### src/rtl/fir_pkg.sv
// Shared constants for the 8-tap FIR: tap count, output shift, coefficients.
package fir_pkg;
  localparam int NUM_TAPS = 8;
  localparam int SHIFT    = 8;
  localparam int unsigned COEFS [NUM_TAPS] = '{
    4, 16, 32, 76, 76, 32, 16, 4
  };
endpackage

### src/rtl/fir_tap_line.sv
// Enable-gated shift register with synchronous clear; tap 0 is newest.
module fir_tap_line
  import fir_pkg::*;
#(
  parameter int DATA_W = 8
) (
  input  logic                             clock,
  input  logic                             i_clr,
  input  logic                             i_en,
  input  logic [DATA_W-1:0]                i_din,
  output logic [NUM_TAPS-1:0][DATA_W-1:0]  o_taps
);
  logic [NUM_TAPS-1:0][DATA_W-1:0] r_taps;

  always_ff @(posedge clock) begin
    if (i_clr) begin
      r_taps <= '0;
    end else if (i_en) begin
      r_taps <= {r_taps[NUM_TAPS-2:0], i_din};
    end
  end

  assign o_taps = r_taps;
endmodule

### src/rtl/fir_filter.sv
// 8-tap direct-form FIR, products then sum/round pipeline.
// Define FIR_ROUND_EN for round-half-up instead of truncation.
module fir_filter
  import fir_pkg::*;
#(
  parameter int DATA_W = 8,
  parameter int COEF_W = 8,
  parameter int ACC_W  = DATA_W + COEF_W + 3
) (
  input  logic              clock,
  input  logic              reset,
  input  logic              vin,
  input  logic [DATA_W-1:0] din,
  output logic              vout,
  output logic [DATA_W-1:0] dout
);
  localparam int PROD_W = DATA_W + COEF_W;
`ifdef FIR_ROUND_EN
  localparam logic [ACC_W-1:0] RND = ACC_W'(1 << (SHIFT - 1));
`else
  localparam logic [ACC_W-1:0] RND = '0;
`endif

  logic [NUM_TAPS-1:0][DATA_W-1:0] w_taps;
  logic [PROD_W-1:0]               r_prod [NUM_TAPS];
  logic                            r_v_tap;
  logic                            r_v_prod;
  logic [ACC_W-1:0]                w_acc;
  logic [ACC_W-1:0]                w_shift;

  fir_tap_line #(
    .DATA_W (DATA_W)
  ) u_taps (
    .clock  (clock),
    .i_clr  (reset),
    .i_en   (vin),
    .i_din  (din),
    .o_taps (w_taps)
  );

  always_ff @(posedge clock) begin
    if (reset) begin
      r_v_tap  <= 1'b0;
      r_v_prod <= 1'b0;
      for (int k = 0; k < NUM_TAPS; k++) begin
        r_prod[k] <= '0;
      end
    end else begin
      r_v_tap  <= vin;
      r_v_prod <= r_v_tap;
      for (int k = 0; k < NUM_TAPS; k++) begin
        r_prod[k] <= PROD_W'(w_taps[k]) *
                     PROD_W'(COEF_W'(COEFS[k]));
      end
    end
  end

  always_comb begin
    w_acc = '0;
    for (int k = 0; k < NUM_TAPS; k++) begin
      w_acc = w_acc + ACC_W'(r_prod[k]);
    end
  end

  // Coefficients sum to 256, so the shifted result always fits DATA_W.
  assign w_shift = (w_acc + RND) >> SHIFT;

  always_ff @(posedge clock) begin
    if (reset) begin
      vout <= 1'b0;
      dout <= '0;
    end else begin
      vout <= r_v_prod;
      if (r_v_prod) begin
        dout <= DATA_W'(w_shift);
      end
    end
  end
endmodule

### config.mk
export PLATFORM = sky130hd
export DESIGN_NAME = fir_filter
export DESIGN_NICKNAME = d
export VERILOG_FILES = /design/src/rtl/fir_pkg.sv /design/src/rtl/fir_tap_line.sv /design/src/rtl/fir_filter.sv
export SDC_FILE = /design/constraint.sdc
export NUM_CORES = 1
export LEC_CHECK = 0
export CORE_AREA = 5 5 129 131
export CTS_CLUSTER_SIZE = 14
export DETAILED_ROUTE_END_ITERATION = 16
export DIE_AREA = 0 0 134 136
export GPL_TIMING_DRIVEN = 0
export HOLD_SLACK_MARGIN = 0.12
export MAX_ROUTING_LAYER = met4
export PLACE_DENSITY = 0.66
export SLEW_MARGIN = 20
export SYNTH_ARGS = -nofsm -noshare
export SYNTH_HDL_FRONTEND = slang
export SYNTH_SLANG_ARGS = --single-unit
### constraint.sdc
create_clock -name clock -period 10.7 [get_ports clock]
set_input_delay 2.14 -clock clock [delete_from_list [all_inputs] [get_ports clock]]
set_output_delay 2.14 -clock clock [all_outputs]
set_load 0.01 [all_outputs]
==> out/qor.txt, run 1 <==
Seq. cell area = 2980 um^2
Slew headroom = 42.5%
share of layout cells above drive strength 1 = 5.20%
setup violators final = 0
Sw Pwr = 0.271 mW
P_leak = 4.01 nW
pwr/cell area = 141 nW/um^2
Final min period = 4.41 ns
met3 wire len = 555 um
Synth top cells by count = 149 x dfxtp_1, 123 x inv_1, 90 x nor2_1
Initial DRC Count = 210
htree depth = 4
Post-synth EDFFs = 0
Clk network pwr share = 47.7%
WP data required = 11.05 ns
RSZ-0062 raised after global routing = no
ANT cells = 0
combinational power share = 4.8%
achievable frequency = 0.227 GHz
Min-Delay Path Class = reg -> reg
share of Yosys cell area claimed by the top area cell type = 39.7%
post-synthesis cell type count = 37
post-synthesis cell count = 739
Least-Margin Pin Slew = 0.862 ns
Max stage delay on crit path = 0.55 ns
worst-case reg-to-reg path depth = 15
post-route insts no fill = 981
dpl hpwl = 12400 um
CP bufs+invs = 4
multi-input combinational cell area = 3970 um^2
Crit Path Class = reg -> reg
vias in the first global route = 5138
largest net degree at the start of global routing = 17
clk slew on worst S/H paths = 0.06 ns
CTS Sinks = 149
CP max FO = 4
final WL = 15900 um
cell with the most instances after synthesis = dfxtp_1
wire length on met2 = 7720 um
VDD IR-drop max = 0.107 mV
cts-stage hold buffer count = 0
CP delay by family, top = adder cells
syn nets = 865
Hold WS = 0.439 ns
gr usage total = 19.2%
# IOs = 20
Slowest cell on crit path = fa_1
grt ovf = 0
Hold Path Depth = 1
wl on met1 = 7320 um
NumNets Final = 902
first-pass GRT wire length = 26000 um
Slew Viols, Final = 0
CORE AREA = 15500 um^2
post-synth top area cell = dfxtp_1
worst path cell trace = inv_1, fa_1, inv_1, fa_1, fa_1, inv_1, fa_1, inv_1, ha_1, a21oi_2, nand2_1, o2111ai_1, a21oi_2, or4_1, o211ai_2
DRT antenna net count = 0
post-layout util = 54.9%
Synth warnings = 0
Area growth, synth to finish = 13.2%
height of the die = 136 um
initial antenna violation count = 0
Worst-Skew Late Latency = 0.42 ns
first-pass iteration count of the detailed router = 4
setup tns final = 0 ns
#FFs+latches synth = 149
critical path capture point type = register
Fill cells = 1351
sequential area share after synthesis = 39.7%
Syn Std Cell Area = 7510 um^2
Rows = 46
CTS tree = built
routed via count = 4858
Tcrit/Tclk final = 41.2%
Worst Setup Start Kind = register
CP Depth = 15
die area = 18200 um^2
Clock Path Buffers = 2
postcts setup bufs = 0
number of port buffers = 18
vias per cell = 4.95
Sw Ratio = 22.7%
Final Hold Viols = 0
width of the die = 134 um
GPL Wtd Cong = 0.872
max-cap viol count = 0
Pint = 0.924 mW
FF-to-FF setup slack = 6.29 ns
uppermost layer routed = met4
cts bufs inserted = 17
Avg Inst Size Synth = 10.2 um^2
initial core utilization = 48.5%
ranking of synthesized cells by area = dfxtp_1 40%, fa_1 15%, ha_1 9.8%, mux2i_1 8.5%, inv_1 6.1%
Worst Path Arrival = 4.76 ns
Resized Gates After CTS = 0
Root Buffer = clkbuf_16
DRC Markers = 0
Final Skew = 0.00856 ns
ys flop type = dfxtp_1
status = completed
Placed Cells = 949
Sequential Power Share = 47.5%
asr flop ratio synth = 0%
wire length per cell = 16.2 um
-- cell families (layout without fill, tap and decap cells) --
| group | count (synthesis) | count (layout) | share of synthesized area [%] |
|---|---|---|---|
| buf+inv | 147 | 197 | 7.43 |
| fa+ha+maj | 115 | 115 | 24.8 |
| xor+xnor | 20 | 20 | 2.33 |
| flops | 149 | 149 | 39.7 |
| simple gates | 187 | 187 | 12.4 |
| mux | 64 | 64 | 8.53 |
| compound gates | 57 | 57 | 4.81 |
-- path summary, 6_finish.rpt --
| path | from | to |
|---|---|---|
| max | r_prod[0][6]$_SDFF_PP0_ | dout[7]$_SDFFE_PP0P_ |
| min | r_v_tap$_SDFF_PP0_ | r_v_prod$_SDFF_PP0_ |
| max reg2reg | r_prod[0][6]$_SDFF_PP0_ | dout[7]$_SDFFE_PP0P_ |
| min reg2reg | r_v_tap$_SDFF_PP0_ | r_v_prod$_SDFF_PP0_ |
-- power groups by stage --
| stage | clock network, mW | registers (mW) | logic [mW] |
|---|---|---|---|
| CTS | 0.577 | 0.567 | 0.0580 |
| floorplan | 0 | 0.578 | 0.0390 |
| finish | 0.571 | 0.568 | 0.0571 |
| global route | 0.603 | 0.568 | 0.0638 |
| global placement | 0 | 0.580 | 0.0563 |
| detailed placement | 0 | 0.580 | 0.0573 |
-- cells in the final DEF (no fill, tap or decap), types with 3 or more instances in the layout --
cell | Yosys | layout
clkinv_4 | 0 | 4
inv_1 | 123 | 123
buf_2 | 5 | 5
clkbuf_8 | 0 | 3
fa_1 | 56 | 56
o22ai_1 | 3 | 3
xor2_1 | 6 | 6
dfxtp_1 | 149 | 149
ha_1 | 59 | 59
clkinvlp_4 | 0 | 4
clkbuf_1 | 15 | 17
nor2_1 | 90 | 90
a21o_1 | 8 | 8
nor3_1 | 4 | 4
nor4_1 | 4 | 4
o21bai_1 | 3 | 3
clkbuf_16 | 0 | 17
mux2i_1 | 64 | 64
nor2b_1 | 60 | 60
nand2_1 | 8 | 8
nand2b_1 | 7 | 7
a21oi_1 | 15 | 15
clkdlybuf4s50_1 | 0 | 18
a211oi_1 | 5 | 5
xnor2_1 | 14 | 14
buf_1 | 4 | 4
or4_1 | 3 | 3
o21ai_0 | 14 | 14
-- state kept, by name, summed over array words and instances (netlist names) --
name           count
r_prod            74
dout               8
r_v_tap            1
r_v_prod           1
vout               1
u_taps.o_taps     64
-- metrics by stage --
stage               setup WS [ns]  total power, mW  instance area (um^2)
floorplan                    6.62            0.617                  7510
global placement             6.32            0.636                  7930
detailed placement           6.28            0.637                  7930
CTS                          6.25             1.20                  8510
global route                 6.04             1.24                  8510
finish                       6.29             1.20                  8510
-- final cells by class --
class	instances	share of cell area [%]
well taps	192	2.82
flip-flops and latches	149	35.1
clock inverters	10	1.18
plain buffers	24	1.13
clock buffers	22	5.58
repair buffers	18	2.12
inverters	123	5.43
multi-input cells	443	46.7
-- layer usage --
layer / global-route usage (%) / up-vias
met4: 6.74 / 0
li1: - / 2403
met2: 31.4 / 64
met3: 3.55 / 23
met5: - / -
met1: 23.9 / 2368
-- worst reg2reg max path, cell delays in order (launching register included) --
cell       delay [ns]
dfxtp_1          0.30
inv_1            0.05
fa_1             0.53
inv_1            0.06
fa_1             0.50
fa_1             0.55
inv_1            0.06
fa_1             0.53
inv_1            0.05
ha_1             0.35
a21oi_2          0.13
nand2_1          0.13
o2111ai_1        0.35
a21oi_2          0.15
or4_1            0.51
o211ai_2         0.09
(Power assumes the default switching activity.)
==> run 2, diff against run 1 <==
PLACE_DENSITY = 0.68   (was 0.66)
clock period = 3.9 ns   (was 10.7 ns; I/O delays follow)
==> out/qor.txt, run 2 (synthesis results as in run 1) <==
Crit Path Class = reg -> reg (unchanged)
Slew headroom = 40.7% (was 42.5%)
post-layout util = 56.1% (was 54.9%)
largest net degree at the start of global routing = 17 (unchanged)
Final min period = 4.10 ns (was 4.41 ns)
worst setup path endpoint = dout[6]$_SDFFE_PP0P_ (was dout[7]$_SDFFE_PP0P_)
Root Buffer = clkbuf_16 (unchanged)
max FFs per register = 74 (unchanged)
Slowest cell on crit path = fa_1 (unchanged)
width of the die = 134 um (unchanged)
Worst Setup SP = r_prod[3][4]$_SDFF_PP0_ (was r_prod[0][6]$_SDFF_PP0_)
commonest cells after routing, fill and taps aside = 143 x dfxtp_1, 110 x inv_1, 90 x nor2_1, 64 x mux2i_1, 60 x nor2b_1 (was 149 x dfxtp_1, 123 x inv_1, 90 x nor2_1, 64 x mux2i_1, 60 x nor2b_1)
setup violators final = 7 (was 0)
DRT antenna net count = 0 (unchanged)
status = finished, violations left (was completed)
violated checks = setup timing
Worst-Skew Late Latency = 0.43 ns (was 0.42 ns)
Final Hold Viols = 0 (unchanged)
CORE AREA = 15500 um^2 (unchanged)
max-cap viol count = 0 (unchanged)
Initial DRC Count = 295 (was 210)
gr usage total = 19.8% (was 19.2%)
worst-case reg-to-reg path depth = 16 (was 15)
NumNets Final = 909 (was 902)
initial core utilization = 48.5% (unchanged)
height of the die = 136 um (unchanged)
die area = 18200 um^2 (unchanged)
Pwr Total = 3.25 mW (was 1.20 mW)
clk slew on worst S/H paths = 0.06 ns (about the same)
CP bufs+invs = 5 (was 4)
final WL = 16200 um (was 15900 um)
# IOs = 20 (unchanged)
FF-to-FF setup slack = -0.20 ns (was 6.29 ns)
Worst R2R End = dout[6]$_SDFFE_PP0P_ (was dout[7]$_SDFFE_PP0P_)
GPL Wtd Cong = 0.860 (was 0.872)
CP max FO = 3 (was 4)
setup slack after placement = -0.349 ns (was 6.28 ns)
share of layout cells above drive strength 1 = 10.4% (was 5.20%)
Clock Path Buffers = 2 (unchanged)
DRC Markers = 0 (unchanged)
routed via count = 4908 (was 4858)
CP Depth = 16 (was 15)
VDD IR-drop max = 0.297 mV (was 0.107 mV)
critical path capture point type = register (unchanged)
Setup WS post-layout = -0.205 ns (was 6.29 ns)
Finished Cell Area = 8690 um^2 (was 8510 um^2)
htree depth = 4 (unchanged)
pwr/cell area = 374 nW/um^2 (was 141 nW/um^2)
Tcrit/Tclk final = 105% (was 41.2%)
Fill cells = 1324 (was 1351)
Placed Cells = 949 (unchanged)
P_leak = 4.05 nW (was 4.01 nW)
Hold WS = 0.457 ns (was 0.439 ns)
wire length per cell = 16.4 um (was 16.2 um)
CTS Sinks = 149 (unchanged)
cts bufs inserted = 17 (unchanged)
CP delay by family, top = adder cells (unchanged)
Slew Viols, Final = 0 (unchanged)
worst r2r src = r_prod[3][4]$_SDFF_PP0_ (was r_prod[0][6]$_SDFF_PP0_)
Area growth, synth to finish = 15.7% (was 13.2%)
initial antenna violation count = 0 (unchanged)
ANT cells = 0 (unchanged)
grt ovf = 0 (unchanged)
Min-Delay Path Class = reg -> reg (unchanged)
commonest non-fill, non-tap cell in the layout = dfxtp_1 (unchanged)
post-route insts no fill = 988 (was 981)
first-pass iteration count of the detailed router = 4 (unchanged)
RSZ-0062 raised after global routing = yes (was no)
Worst Setup Start Kind = register (unchanged)
Most flops, register = r_prod (unchanged)
cts-stage hold buffer count = 0 (unchanged)
vias in the first global route = 5189 (was 5138)
Least-Margin Pin Slew = 0.889 ns (was 0.862 ns)
Final Skew = 0.00575 ns (was 0.00856 ns)
vias per cell = 4.97 (was 4.95)
dpl hpwl = 12400 um (about the same)
Worst Path Arrival = 4.41 ns (was 4.76 ns)
Rows = 46 (unchanged)
Placed Area = 7960 um^2 (was 7930 um^2)
worst path cell trace = inv_2, fa_1, inv_2, fa_1, fa_1, inv_2, fa_1, inv_2, ha_4, nand2_4, nor3_4, o2111ai_4, a21oi_2, buf_4, xnor2_2, o21ai_1 (was inv_1, fa_1, inv_1, fa_1, fa_1, inv_1, fa_1, inv_1, ha_1, a21oi_2, nand2_1, o2111ai_1, a21oi_2, or4_1, o211ai_2)
WP data required = 4.21 ns (was 11.05 ns)
achievable frequency = 0.244 GHz (was 0.227 GHz)
setup tns final = -0.893 ns (was 0 ns)
number of port buffers = 18 (unchanged)
CTS tree = built (unchanged)
first-pass GRT wire length = 26600 um (was 26000 um)
Max stage delay on crit path = 0.55 ns (about the same)
-- run 2: worst min path at each step --
stage	start	endpoint	slack, ns	cells after the start
after floorplan	r_v_tap$_SDFF_PP0_	r_v_prod$_SDFF_PP0_	0.41	1
after global placement	r_v_tap$_SDFF_PP0_	r_v_prod$_SDFF_PP0_	0.43	1
after CTS	r_v_tap$_SDFF_PP0_	r_v_prod$_SDFF_PP0_	0.45	1
final	dout[6]$_SDFFE_PP0P_	dout[6]$_SDFFE_PP0P_	0.46	2
after detailed placement	r_v_tap$_SDFF_PP0_	r_v_prod$_SDFF_PP0_	0.44	1
after global routing	dout[3]$_SDFFE_PP0P_	dout[3]$_SDFFE_PP0P_	0.47	2
-- run 2: timing repair --
action | 4_1_cts | 5_1_grt
buffers inserted | 3 | 4
resized for setup | 16 | 25
gates cloned | 0 | 0
endpoints found under the setup margin | 8 | 8
pin swaps | 16 | 32
-- run 2: final cells by class --
type / instances / area (um^2) / share of cell area (%)
buffer: 24 / 96.3 / 1.11
clock buffer: 19 / 453 / 5.21
clock inverter: 13 / 101 / 1.17
inverter: 123 / 462 / 5.31
multi-input combinational: 443 / 4110 / 47.3
sequential: 149 / 2990 / 34.4
tap: 192 / 240 / 2.76
timing repair buffer: 25 / 236 / 2.72
-- run 2: per-layer routing --
layer | part of all wire [%] | vias to the layer above | global-route usage, %
met4 | 1.8 | 0 | 6.91
met2 | 49 | 100 | 32.5
met1 | 45 | 2367 | 24.5
li1 | - | 2418 | -
met5 | 0 | - | -
met3 | 3.6 | 23 | 3.92
-- run 2: where the power goes --
group / switching (mW) / internal, mW / total, mW
logic: 0.104 / 0.0709 / 0.175
clock network: 0.664 / 0.853 / 1.52
registers: 0.0147 / 1.54 / 1.56
total: 0.783 / 2.47 / 3.25
-- run 2: worst reg2reg max path, delay by kind of cell (launching register included) --
| kind | cells | cell delay (ns) |
|---|---|---|
| AO/OA/AOI/OAI | 3 | 0.48 |
| adder cells (fa/ha/maj) | 5 | 2.40 |
| AND/OR/NAND/NOR | 2 | 0.36 |
| flip-flops | 1 | 0.33 |
| buffers and inverters | 5 | 0.33 |
| XOR/XNOR | 1 | 0.10 |
==> run 3, diff against run 2 <==
HOLD_SLACK_MARGIN = unset   (was 0.12)
==> results of run 3 <==
Same layout as run 2: the final DEF is identical, and so are final timing and power.
